===== config.mk =====
export PLATFORM = sky130hd
export DESIGN_NAME = mem_arbiter
export DESIGN_NICKNAME = d
export VERILOG_FILES = /design/src/rtl/mem_arb_pkg.sv /design/src/rtl/mem_lat_counter.sv /design/src/rtl/mem_arbiter.sv
export SDC_FILE = /design/constraint.sdc
export NUM_CORES = 1
export LEC_CHECK = 0
export BUFFER_PORTS_ARGS = -buffer_cell sky130_fd_sc_hd__buf_2
export CORE_AREA = 5 5 230 232
export DETAILED_ROUTE_END_ITERATION = 6
export DIE_AREA = 0 0 235 237
export MAX_ROUTING_LAYER = met4
export PLACE_DENSITY_LB_ADDON = 0.12
export SETUP_SLACK_MARGIN = 0.15
export SLEW_MARGIN = 20
export SYNTH_ARGS = -nofsm -noshare
export SYNTH_HDL_FRONTEND = slang
export SYNTH_SLANG_ARGS = --single-unit

===== constraint.sdc =====
create_clock -name clk -period 4.24 [get_ports clk]
set_clock_uncertainty 0.05 [all_clocks]
set_input_delay 0.212 -clock clk [delete_from_list [all_inputs] [get_ports clk]]
set_output_delay 0.212 -clock clk [all_outputs]
set_load 0.005 [all_outputs]

===== src/rtl/mem_arb_pkg.sv =====
// Shared types and constants for the icache/dcache memory arbiter.
// Latency: n/a (declarations only).
// Backpressure: n/a.
//
// Contents: bus widths, default memory latency, FSM state and requester-ID
// enums, the latched-transaction struct and a line-address helper.
package mem_arb_pkg;

  localparam int LINE_W      = 128;
  localparam int ADDR_W      = 15;
  localparam int BE_W        = 16;
  localparam int MEM_LAT_DEF = 4;

  typedef enum logic [1:0] {
    ST_IDLE   = 2'd0,
    ST_ACCESS = 2'd1,
    ST_RESP   = 2'd2
  } state_e;

  typedef enum logic {
    ICACHE = 1'b0,
    DCACHE = 1'b1
  } req_id_e;

  // Everything captured from the winning requester at grant time.
  typedef struct packed {
    logic [ADDR_W-1:0] addr;
    logic              wr;
    logic [BE_W-1:0]   be;
    logic [LINE_W-1:0] wdata;
  } txn_t;

  // Lines are 16 bytes, so the low nibble of a byte address is dropped.
  function automatic logic [ADDR_W-1:0] line_addr(input logic [ADDR_W-1:0] a);
    return a & ~ADDR_W'(15);
  endfunction

endpackage


===== src/rtl/mem_lat_counter.sv =====
// 4-bit loadable down-counter with a zero flag, used to time memory accesses.
// Latency: load/decrement take effect on the next rising edge; zero is combinational.
// Backpressure: none; decrement saturates at zero.
//
// Ports: clk, rst (sync, active-high), load + load_val (load wins over dec),
//        dec (count down by one), zero (count == 0).
module mem_lat_counter (
  input  logic       clk,
  input  logic       rst,
  input  logic       load,
  input  logic [3:0] load_val,
  input  logic       dec,
  output logic       zero
);

  logic [3:0] count;

  always_ff @(posedge clk) begin
    if (rst) begin
      count <= 4'd0;
    end else if (load) begin
      count <= load_val;
    end else if (dec && count != 4'd0) begin
      count <= count - 4'd1;
    end
  end

  assign zero = (count == 4'd0);

endmodule


===== src/rtl/mem_arbiter.sv =====
// Round-robin arbiter sharing one line-wide memory between icache and dcache.
// Latency: grant in IDLE at cycle t -> MEM_LAT access cycles -> ACK at t+MEM_LAT+1.
// Backpressure: requesters hold REQ until their one-cycle ACK; inputs are only sampled in IDLE.
//
// Ports: clk/rst (sync, active-high); icache request/address/ack; dcache
//        request/write/byte-enable/address/wdata/ack; rdata (valid with an ack);
//        memory side ce/per-byte write strobes/line address/wdata/rdata; busy.
import mem_arb_pkg::*;

module mem_arbiter #(
  parameter int MEM_LAT = MEM_LAT_DEF  // legal range 1..15
) (
  input  logic              clk,
  input  logic              rst,
  input  logic              ic_req,
  input  logic [ADDR_W-1:0] ic_addr,
  output logic              ic_ack,
  input  logic              dc_req,
  input  logic              dc_wr,
  input  logic [BE_W-1:0]   dc_be,
  input  logic [ADDR_W-1:0] dc_addr,
  input  logic [LINE_W-1:0] dc_wdata,
  output logic              dc_ack,
  output logic [LINE_W-1:0] rdata,
  output logic              mem_ce,
  output logic [BE_W-1:0]   mem_wr,
  output logic [ADDR_W-1:0] mem_addr,
  output logic [LINE_W-1:0] mem_wdata,
  input  logic [LINE_W-1:0] mem_rdata,
  output logic              busy
);

  localparam logic [1:0] S_IDLE   = ST_IDLE;
  localparam logic [1:0] S_ACCESS = ST_ACCESS;
  localparam logic [1:0] S_RESP   = ST_RESP;

  // Counter is preloaded with MEM_LAT-1 so ACCESS spans exactly MEM_LAT cycles.
  localparam logic [3:0] LAT_M1 = 4'(MEM_LAT - 1);

  logic [1:0] state;
  req_id_e    last_gnt;
  req_id_e    gnt;
  req_id_e    pick;
  txn_t       txn;
  txn_t       txn_d;
  logic       any_req;
  logic       cnt_load;
  logic       cnt_zero;

  assign any_req  = ic_req | dc_req;
  assign cnt_load = (state == S_IDLE) && any_req;

  // Dcache wins a lone request, or a tie when icache was served last.
  always_comb begin
    pick = ICACHE;
    if (dc_req && (!ic_req || last_gnt == ICACHE)) begin
      pick = DCACHE;
    end
  end

  // Icache fills are always reads, so its write fields stay zero.
  always_comb begin
    txn_d = '0;
    if (pick == DCACHE) begin
      txn_d.addr  = line_addr(dc_addr);
      txn_d.wr    = dc_wr;
      txn_d.be    = dc_be;
      txn_d.wdata = dc_wdata;
    end else begin
      txn_d.addr  = line_addr(ic_addr);
    end
  end

  mem_lat_counter u_lat (
    .clk      (clk),
    .rst      (rst),
    .load     (cnt_load),
    .load_val (LAT_M1),
    .dec      (state == S_ACCESS),
    .zero     (cnt_zero)
  );

  always_ff @(posedge clk) begin
    if (rst) begin
      state    <= S_IDLE;
      last_gnt <= ICACHE;
      gnt      <= ICACHE;
      txn      <= '0;
      rdata    <= '0;
    end else begin
      case (state)
        S_IDLE: begin
          if (any_req) begin
            gnt      <= pick;
            last_gnt <= pick;
            txn      <= txn_d;
            state    <= S_ACCESS;
          end
        end
        S_ACCESS: begin
          if (cnt_zero) begin
            // Writes leave rdata untouched so the last read line survives.
            if (!txn.wr) begin
              rdata <= mem_rdata;
            end
            state <= S_RESP;
          end
        end
        S_RESP:  state <= S_IDLE;
        default: state <= S_IDLE;
      endcase
    end
  end

  // Memory-side outputs are gated by state so they read zero outside ACCESS.
  assign mem_ce    = (state == S_ACCESS);
  assign mem_addr  = mem_ce ? txn.addr  : '0;
  assign mem_wdata = mem_ce ? txn.wdata : '0;
  assign mem_wr    = (mem_ce && txn.wr) ? txn.be : '0;

  assign ic_ack = (state == S_RESP) && (gnt == ICACHE);
  assign dc_ack = (state == S_RESP) && (gnt == DCACHE);
  assign busy   = (state != S_IDLE);

endmodule


==> out/qor.txt <==
Worst slew margin -> 32.8%
drt wl/cell -> 18.5 µm
FF-to-FF path depth -> 4
H-Tree Depth -> 2
worst hold stages -> 3
Synth async-reset ratio -> 0%
clk root buf -> clkbuf_16
Critical Path RT -> 3.98 ns
Max Clk Rate -> 0.324 GHz
Post-Place Setup Slack -> 1.65 ns
crit start category -> flip-flop
crit path kind -> reg2out
CTS max path bufs -> 3
initial antenna violation count -> 5
Reg clk slew, reported paths -> 0.05 ns
Fillers -> 5255
largest area contributor in the netlist -> dfxtp_1
EDFF count, synth -> 0
via count -> 11900
CP endpoint kind -> output pin
RSZ-0062 raised after global routing -> false
CTS Buf Count -> 38
share of cells above drive strength 1 -> 33.2%
P_leak -> 8.52 nW
hold-fix buffer count after cts -> 295
Mapped Cells -> 1164
clk sinks -> 291
Synth top area share -> 52.4%
worst hold path class -> in2reg
hold slack final -> 0.0487 ns
register area share after synthesis -> 52.4%
footprint of the multi-input gates -> 4640 µm²
Hold Vio Cnt, Final -> 0
Finished Core Util -> 36.7%
status -> finished, final reports clean
library cells used by synthesis -> 35
Starting Density -> 21.9%
Pre-antenna DRT Iters -> 4
Net count, final -> 2281
row count -> 83
syn avg cell area -> 9.56 µm²
setup violators final -> 0
final clock period utilization by the worst path -> 72.9%
IO Count -> 598
die height -> 237 µm
all-layer global routing usage -> 17.3%
Worst Setup Slack, final -> 1.15 ns
DRT iter0 DRCs -> 528
setup TNS -> 0 ns
DRC Markers -> 0
gr ovfl total -> 0
post-route ant nets -> 0
Synth-to-Final Area Change -> 67.6%
Worst IR Drop VDD -> 0.218 mV
die width -> 235 µm
vias in the first global route -> 12500
clock period minus worst slack -> 3.09 ns
top_reg_cell synth -> dfxtp_1
Ys Warns -> 0
max cap viols -> 0
Core Region -> 50800 µm²
CTS tree -> built
crit-path max FO -> 98
Synth top cells by count -> 291 x dfxtp_1, 145 x a22o_1, 140 x and2_1, 130 x nand3_1, 129 x a21oi_1
average vias per placed instance -> 4.45
crit path DAT -> 2.83 ns
I/O Buffers -> 585
Worst-Margin Slew -> 1.01 ns
pwr dens -> 498 nW/µm²
clock latency at the later pin of the worst-skew pair -> 0.53 ns
largest net degree at the start of global routing -> 111
Pwr Total -> 9.28 mW
die area -> 55700 µm²
Max Transition Viols Final -> 0
overall routed net length -> 49500 µm
Seq cells post-synth -> 291
gpl congestion -> 0.815
Synth area leaders -> dfxtp_1 52%, a22o_1 11%, and2_1 7.9%
mapped cell area -> 11100 µm²
post-CTS sizing -> 0
Setup Fix Bufs, Post-CTS -> 0
most common cell in the netlist -> dfxtp_1
DP Wirelength -> 33400 µm
first-pass GRT wire length -> 75200 µm
Reg area -> 5830 µm²
-- power breakdown --
part	switching (mW)	total, mW	internal [mW]
combinational	1.75	2.79	1.05
clock	1.25	3.13	1.88
sequential	0.207	3.35	3.15
-- cell type report --
class / instances / area share [%]
Tap cell: 680 / 4.56
Antenna cell: 5 / 0.0671
Clock inverter: 12 / 0.671
Clock buffer: 54 / 5.75
Sequential cell: 291 / 31.3
Multi-Input combinational cell: 742 / 24.9
Inverter: 4 / 0.0873
Timing Repair Buffer: 896 / 32.7
-- per-stage QoR --
step           cells  cell area, µm²
6_report        2684           18600
2_1_floorplan   1167           11100
5_1_grt         2684           18600
3_5_place_dp    2318           14500
4_1_cts         2679           18600
3_3_place_gp    2318           14500
-- registers in the layout, indices dropped and copies added, names as in the netlist --
register / cells
rdata: 128
state: 2
txn: 156
u_lat.count: 4
gnt: 1
-- per-layer routing --
layer / global-route usage [%] / part of all wire, % / routed length, µm
met1: 20.3 / 42 / 20700
met3: 5.53 / 7.9 / 3890
met4: 5.88 / 2.8 / 1410
met2: 28.0 / 48 / 23500
met5: - / 0 / 0
-- cells in the final DEF, fill, tap and decap left out, types with 4 or more instances in the layout --
cell	n
clkbuf_1	11
mux2i_1	11
a21oi_1	129
dfxtp_1	291
clkbuf_8	4
clkbuf_16	39
buf_2	584
clkinv_2	6
nand3_1	130
o21ai_1	76
and2_1	139
dlygate4sd3_1	295
buf_12	8
a22o_1	145
diode_2	5
buf_4	9
conb_1	4
o21ai_0	55
and3_1	16
o2bb2ai_1	11
-- worst max-delay path, stage by stage, from the launching register on --
cell and delay (ns):
dfxtp_1 0.42, nand2b_1 0.28, clkinv_2 0.67, buf_12 0.47, and3_1 0.24, buf_2 0.15
-- kinds of logic (layout without fill, tap and decap cells) --
kind of cell / Yosys count / in the layout / synth area share, %
fa+ha+maj: 1 / 1 / 0.112
simple gates: 301 / 301 / 15.6
compound gates: 425 / 425 / 24.6
buf+inv: 134 / 966 / 6.30
mux: 11 / 11 / 0.990
other cells: 1 / 9 / 0.0337
flops: 291 / 291 / 52.4
-- path summary, 6_finish.rpt --
kind              slack, ns                  start                      to
hold reg to reg        0.40  txn[155]$_SDFFE_PP0P_   txn[155]$_SDFFE_PP0P_
hold / removal         0.05                 dc_req   state[0]$_SDFFE_PP0P_
setup / recovery       1.15  state[1]$_SDFFE_PP0P_               mem_wr[3]
setup reg to reg       1.76  txn[144]$_SDFFE_PP0P_  rdata[74]$_SDFFE_PP0P_
Power figures use the tool's default switching activity.
